**src/rtl/sb_tx_serializer_if.sv**
```systemverilog
// FIFO-side bus of the sideband TX serializer.
// The master modport is the serializer, which pops the FIFO. The slave modport is the FIFO.
interface sb_tx_serializer_if #(
  parameter int WIDTH = 64
);
  logic             i_fifo_empty;
  logic [WIDTH-1:0] i_fifo_data;
  logic             i_dont_send_zeros;
  logic             o_fifo_read_enable;

  modport master (
    input  i_fifo_empty,
    input  i_fifo_data,
    input  i_dont_send_zeros,
    output o_fifo_read_enable
  );

  modport slave (
    output i_fifo_empty,
    output i_fifo_data,
    output i_dont_send_zeros,
    input  o_fifo_read_enable
  );
endinterface

```
**src/rtl/sb_tx_serializer.sv**
```systemverilog
// Sideband transmit serializer.
// Pops one word from the TX FIFO and drops all-zero filler words.
// Shifts each real word out LSB-first with a matching clock enable.
// Then holds the lane low for GAP_UI cycles before the next packet.
module sb_tx_serializer #(
  parameter int WIDTH  = 64,
  parameter int GAP_UI = 32
) (
  input  logic                i_clk,
  input  logic                i_rst_n,
  input  logic                i_enable,
  sb_tx_serializer_if.master  fifo_if,
  output logic                o_txdata_sb,
  output logic                o_txclk_en,
  output logic                o_busy,
  output logic                o_packet_done
);

  typedef enum logic [1:0] {
    IDLE  = 2'd0,
    FETCH = 2'd1,
    SHIFT = 2'd2,
    GAP   = 2'd3
  } state_t;

  localparam logic [6:0] LAST_BIT = 7'(WIDTH - 1);
  localparam logic [6:0] LAST_GAP = 7'(GAP_UI - 1);

  state_t           r_state;
  logic [6:0]       r_bit_cnt;
  logic [WIDTH-1:0] r_sr;
  logic             r_txdata;
  logic             r_txclk_en;
  logic             r_busy;
  logic             r_packet_done;

  state_t           w_next_state;
  logic [6:0]       w_next_cnt;
  logic [WIDTH-1:0] w_next_sr;
  logic             w_read_en;

  // Next-state, counter and shift-register update; the pop strobe is only ever raised from IDLE
  always_comb begin
    w_next_state = r_state;
    w_next_cnt   = r_bit_cnt;
    w_next_sr    = r_sr;
    w_read_en    = 1'b0;
    case (r_state)
      IDLE: begin
        if (i_enable && !fifo_if.i_fifo_empty) begin
          w_read_en    = 1'b1;
          w_next_state = FETCH;
        end
      end
      FETCH: begin
        if (fifo_if.i_dont_send_zeros) begin
          w_next_state = IDLE;
        end else begin
          w_next_sr    = fifo_if.i_fifo_data;
          w_next_cnt   = 7'd0;
          w_next_state = SHIFT;
        end
      end
      SHIFT: begin
        w_next_sr = r_sr >> 1;
        if (r_bit_cnt == LAST_BIT) begin
          w_next_cnt   = 7'd0;
          w_next_state = GAP;
        end else begin
          w_next_cnt = r_bit_cnt + 7'd1;
        end
      end
      GAP: begin
        if (r_bit_cnt == LAST_GAP) begin
          w_next_cnt   = 7'd0;
          w_next_state = IDLE;
        end else begin
          w_next_cnt = r_bit_cnt + 7'd1;
        end
      end
      default: begin
        w_next_state = IDLE;
      end
    endcase
  end

  // State, counter and shift register; outputs are registered from next-state so they line up with SHIFT
  always_ff @(posedge i_clk or negedge i_rst_n) begin
    if (!i_rst_n) begin
      r_state       <= IDLE;
      r_bit_cnt     <= 7'd0;
      r_sr          <= '0;
      r_txdata      <= 1'b0;
      r_txclk_en    <= 1'b0;
      r_busy        <= 1'b0;
      r_packet_done <= 1'b0;
    end else begin
      r_state       <= w_next_state;
      r_bit_cnt     <= w_next_cnt;
      r_sr          <= w_next_sr;
      r_txdata      <= (w_next_state == SHIFT) && w_next_sr[0];
      r_txclk_en    <= (w_next_state == SHIFT);
      r_busy        <= (w_next_state != IDLE);
      r_packet_done <= (r_state == SHIFT) && (w_next_state == GAP);
    end
  end

  // The strobe is gated by reset so that no pop can leak out while reset is held
  assign fifo_if.o_fifo_read_enable = w_read_en && i_rst_n;
  assign o_txdata_sb                = r_txdata;
  assign o_txclk_en                 = r_txclk_en;
  assign o_busy                     = r_busy;
  assign o_packet_done              = r_packet_done;

endmodule

```
**src/flat_wrapper.sv**
```systemverilog
// flat-port wrapper written by rule: the top's interface ports become plain ports
module sb_tx_serializer_flat 
#(
  parameter int WIDTH  = 64,
  parameter int GAP_UI = 32
)
  (i_clk, i_rst_n, i_enable, o_txdata_sb, o_txclk_en, o_busy, o_packet_done, fifo_if_i_fifo_empty, fifo_if_i_fifo_data, fifo_if_i_dont_send_zeros, fifo_if_o_fifo_read_enable);
  sb_tx_serializer_if #(.WIDTH(WIDTH)) fifo_if_i ();
  input  logic i_clk;
  input  logic i_rst_n;
  input  logic i_enable;
  output logic o_txdata_sb;
  output logic o_txclk_en;
  output logic o_busy;
  output logic o_packet_done;
  input wire logic [$bits(fifo_if_i.i_fifo_empty)-1:0] fifo_if_i_fifo_empty;
  input wire logic [$bits(fifo_if_i.i_fifo_data)-1:0] fifo_if_i_fifo_data;
  input wire logic [$bits(fifo_if_i.i_dont_send_zeros)-1:0] fifo_if_i_dont_send_zeros;
  output wire logic [$bits(fifo_if_i.o_fifo_read_enable)-1:0] fifo_if_o_fifo_read_enable;
  assign fifo_if_i.i_fifo_empty = fifo_if_i_fifo_empty;
  assign fifo_if_i.i_fifo_data = fifo_if_i_fifo_data;
  assign fifo_if_i.i_dont_send_zeros = fifo_if_i_dont_send_zeros;
  assign fifo_if_o_fifo_read_enable = fifo_if_i.o_fifo_read_enable;
  sb_tx_serializer #(.WIDTH(WIDTH), .GAP_UI(GAP_UI)) u_core (.i_clk(i_clk), .i_rst_n(i_rst_n), .i_enable(i_enable), .fifo_if(fifo_if_i), .o_txdata_sb(o_txdata_sb), .o_txclk_en(o_txclk_en), .o_busy(o_busy), .o_packet_done(o_packet_done));
endmodule
```
**config.mk**
```make
export PLATFORM = sky130hd
export DESIGN_NAME = sb_tx_serializer_flat
export DESIGN_NICKNAME = d
export VERILOG_FILES = /design/src/rtl/sb_tx_serializer_if.sv /design/src/rtl/sb_tx_serializer.sv /design/src/flat_wrapper.sv
export SDC_FILE = /design/constraint.sdc
export NUM_CORES = 1
export LEC_CHECK = 0
export ABC_AREA = 1
export BUFFER_PORTS_ARGS = -buffer_cell sky130_fd_sc_hd__buf_4
export CAP_MARGIN = 10
export CORE_MARGIN = 4
export CORE_UTILIZATION = 50
export DETAILED_ROUTE_END_ITERATION = 8
export GPL_TIMING_DRIVEN = 1
export HOLD_SLACK_MARGIN = 0.15
export PLACE_DENSITY = 0.77
export REMOVE_ABC_BUFFERS = 1
export SYNTH_ARGS = -nofsm -noshare
export SYNTH_HDL_FRONTEND = slang
export SYNTH_SLANG_ARGS = --single-unit
```
**constraint.sdc**
```tcl
create_clock -name i_clk -period 1.7 [get_ports i_clk]
set_clock_uncertainty 0.05 [all_clocks]
set_input_delay 0.17 -clock i_clk [delete_from_list [all_inputs] [get_ports i_clk]]
set_output_delay 0.17 -clock i_clk [all_outputs]
set_load 0.005 [all_outputs]
```
==> impl_results.md <==
* Die W at 97.35 microns
* GRT Residual Overflow at 0
* Synth async-reset ratio at 100.0%
* Total power at between 7000 and 8000 uW
* Filler instances at 545
* Max Root-Sink Buffers at 2
* CTS tree: yes
* Clk slew on worst S/H paths at roughly 0.080 ns
* Pwr per Cell Area at ~1300 nW/um^2
* Routed via count at ~4100
* Crit path capture: u_core.r_bit_cnt[3]
* YS warnings at 0
* Leakage at 0.002597 uW
* Synth Register Bits at 77
* Setup CP Type: reg -> reg
* Endpoints failing setup at 3
* R2R Path Start: u_core.r_state[0]
* Routed len/inst at about 15 microns
* Most common cell after layout, fill and taps aside: nand2_1
* Initial Util at about half
* R2R Setup Slk at -0.02 ns
* Max incr delay on CP at about 0.44 ns
* DPL Wire Length at slightly below 6000 microns
* Path length in cells of the critical path at 7
* CP Launch Type: flop
* Syn Inst Count at 515
* # Max-Cap Violations at 0
* Core box area at approximately 7700 sq um
* RSZ-0062 raised after global routing: yes
* Worst-path cell chain: inv_2 -> ha_2 -> nor2_1 -> o21ai_2 -> inv_2 -> o21ai_1 -> a21boi_0
* Arrival time worst endpoint at around 1.9 ns
* Residual DRC count at 0
* NumNets Final at between 700 and 800
* GR Util All Layers at a little over a fifth
* Post-Route Setup TNS at -0.03267 ns
* Required time of the critical path at 1.91 ns
* Relative slew slack at between 70% and 80%
* Period utilisation layout at 101.3%
* Initial antenna violation count at 0
* Via/cell ratio at approximately 5.3
* Gate power share at around half
* Failing checks: negative setup slack
* Die area at 9476 sq um
* Peak supply drop at 0.0009623 V
* H-Tree Depth at 3
* Clock Tree Root: clkbuf_8
* Reg power frac at between 30 and 40%
* Max Slew Vio Count at 0
* Slowest CP cell: dfrtp_1
* Pin count of the biggest net entering global routing at 55
* Post-synth EDFFs at 0
* Die Y at around 97 microns
* Iter 0 DRT Violations at 281
* # port buffers at between 70 and 80
* Skew-Pair Late Insertion Delay at 0.35 ns
* Placed cell area at between 4000 and 5000 sq um
* Antenna cell count at 0
* Avg Synthesized Cell Area at between 7 and 8 sq um
* Net Sw Frac at between 40 and 50%
* Final hold vios at 0
* Status: complete, but fails checks
* R2r endpoint: u_core.r_bit_cnt[3]
* # rows at 32
* R2R cell count at 7
* Drt pass-1 iters at 5
* Clk pwr share at roughly 18%
* First-pass GRT wire length at approximately 17000 microns
* CTS buffer count at 9
* Vias in the first global route at ~3700
* Crit. End Element: flop
* IO Pins at 74
* Share of layout cells above drive strength 1 at a little over a fifth
* Final Critical Period at 1.721 ns
* Final instance area at 5794 sq um
* Critical Path Fanout Max at 6
* Beginning of the critical path: u_core.r_state[0]
* Hold crit path type: in -> reg
* Main flop type after synthesis: dfrtp_1
* WL final at roughly 12000 microns
* Post-synthesis cell area at 3991 sq um
* Hold Worst Slack at between 0.1 and 0.15 ns
* Internal cell power at between 4000 and 5000 uW
* Final WS setup at -0.02140 ns
* Cell family with most CP delay: compound AO/OA/AOI/OAI gates
* Commonest non-fill, non-tap cells in the layout: nand2_1, buf_4, o21ai_0
* Fmax at ~580 MHz
* GPL Wtd Cong at approximately 0.9
* Most common cell type on the critical path: inv_2
* Syn-to-layout area delta at 45.17%
* Sequential area share after synthesis at ~48%
* Worst path bufs/invs at 2
* Sw power at just over 3000 uW
* Num Clock Sinks at between 70 and 80
* Post-route ant nets at 0
* Synth cell types at 24
* Slew at the pin closest to its max-slew limit at between 0.3 and 0.4 ns
==> synthesized netlist by cell type (3+ instances only) <==
cell       n  area, sq um
clkbuf_1  17        63.81
nand3_1   69        345.3
nor2_1    10        37.54
dfrtp_1   77         1927
buf_6      6        67.56
inv_1     76        285.3
nand2_1   94        352.8
o21ai_1   44        220.2
buf_4      5        37.54
ha_1       5        62.56
a21oi_1    3        15.01
buf_2      6        30.03
o21ai_0   89        445.4
inv_2      4        15.01
==> logic make-up after synthesis <==
family	Yosys count	synth area share (%)
buffers and inverters	114	12.51
AND/OR/NAND/NOR	177	19.19
flip-flops	77	48.28
AO/OA/AOI/OAI	142	18.46
adder cells (fa/ha/maj)	5	1.567
==> per-layer routing <==
layer	track usage, %	vias up	routed length (microns)
li1	-	1965	-
met1	27.14	1936	4649
met2	34.77	157	5808
met3	3.805	38	719
met4	7.774	0	347
met5	0	-	0
==> tightest hold or removal path, cell delays in order <==
cell     delay (ns)
buf_4          0.08
nand2_1        0.04
o21ai_0        0.08
nand3_1        0.07
o21ai_1        0.07
==> how the worst min path moves through the flow <==
stage / startpoint / to / depth (start not counted)
4_1_cts: fifo_if_i_fifo_data[51] / u_core.r_sr[51] / 5
6_report: fifo_if_i_fifo_data[51] / u_core.r_sr[51] / 5
2_1_floorplan: i_rst_n / u_core.o_busy / 0
3_3_place_gp: i_rst_n / u_core.o_busy / 1
5_1_grt: fifo_if_i_fifo_data[51] / u_core.r_sr[51] / 5
3_5_place_dp: i_rst_n / u_core.o_txdata_sb / 1
==> power groups by stage <==
stage,logic [uW],clock network (uW),registers (uW)
2_1_floorplan,1580,0,2300
4_1_cts,2870,1390,2300
3_5_place_dp,2730,0,2330
5_1_grt,4180,1460,2330
3_3_place_gp,2680,0,2310
6_report,3870,1380,2300
==> area by class of cell <==
cell class              instances  area (sq um)  area share, %
well taps                     102         127.6          2.203
clock inverters                 4         48.80         0.8422
flip-flops and latches         77          1927          33.25
multi-input cells             324          1614          27.86
clock buffers                  11         141.4          2.440
repair buffers                168          1635          28.22
inverters                      80         300.3          5.182
==> repair_timing <==
item                                   CTS  global route
pin swaps                                1            11
hold buffers                            58             0
gates cloned                             0             7
endpoints found under the hold margin  134             0
setup buffers                            1            14
gates resized for setup                  3            23
setup endpoints to repair               27            69
==> state kept, by name (all words and copies together), names as in the netlist <==
| register | cells |
|---|---|
| u_core.o_busy | 1 |
| u_core.o_packet_done | 1 |
| u_core.o_txclk_en | 1 |
| u_core.o_txdata_sb | 1 |
| u_core.r_bit_cnt | 7 |
| u_core.r_sr | 64 |
| u_core.r_state | 2 |
==> stage by stage <==
| step | worst slack [ns] | util [%] | cells |
|---|---|---|---|
| CTS | 0.001516 | 70.35 | 746 |
| detailed placement | -0.01056 | 60.22 | 672 |
| floorplan | -1.291 | - | 481 |
| finish | -0.02140 | 74.98 | 766 |
| global route | -0.09706 | 74.98 | 766 |
| global placement | 0.07004 | 60.22 | 672 |
Note: power is estimated with default switching activity, not from simulation.
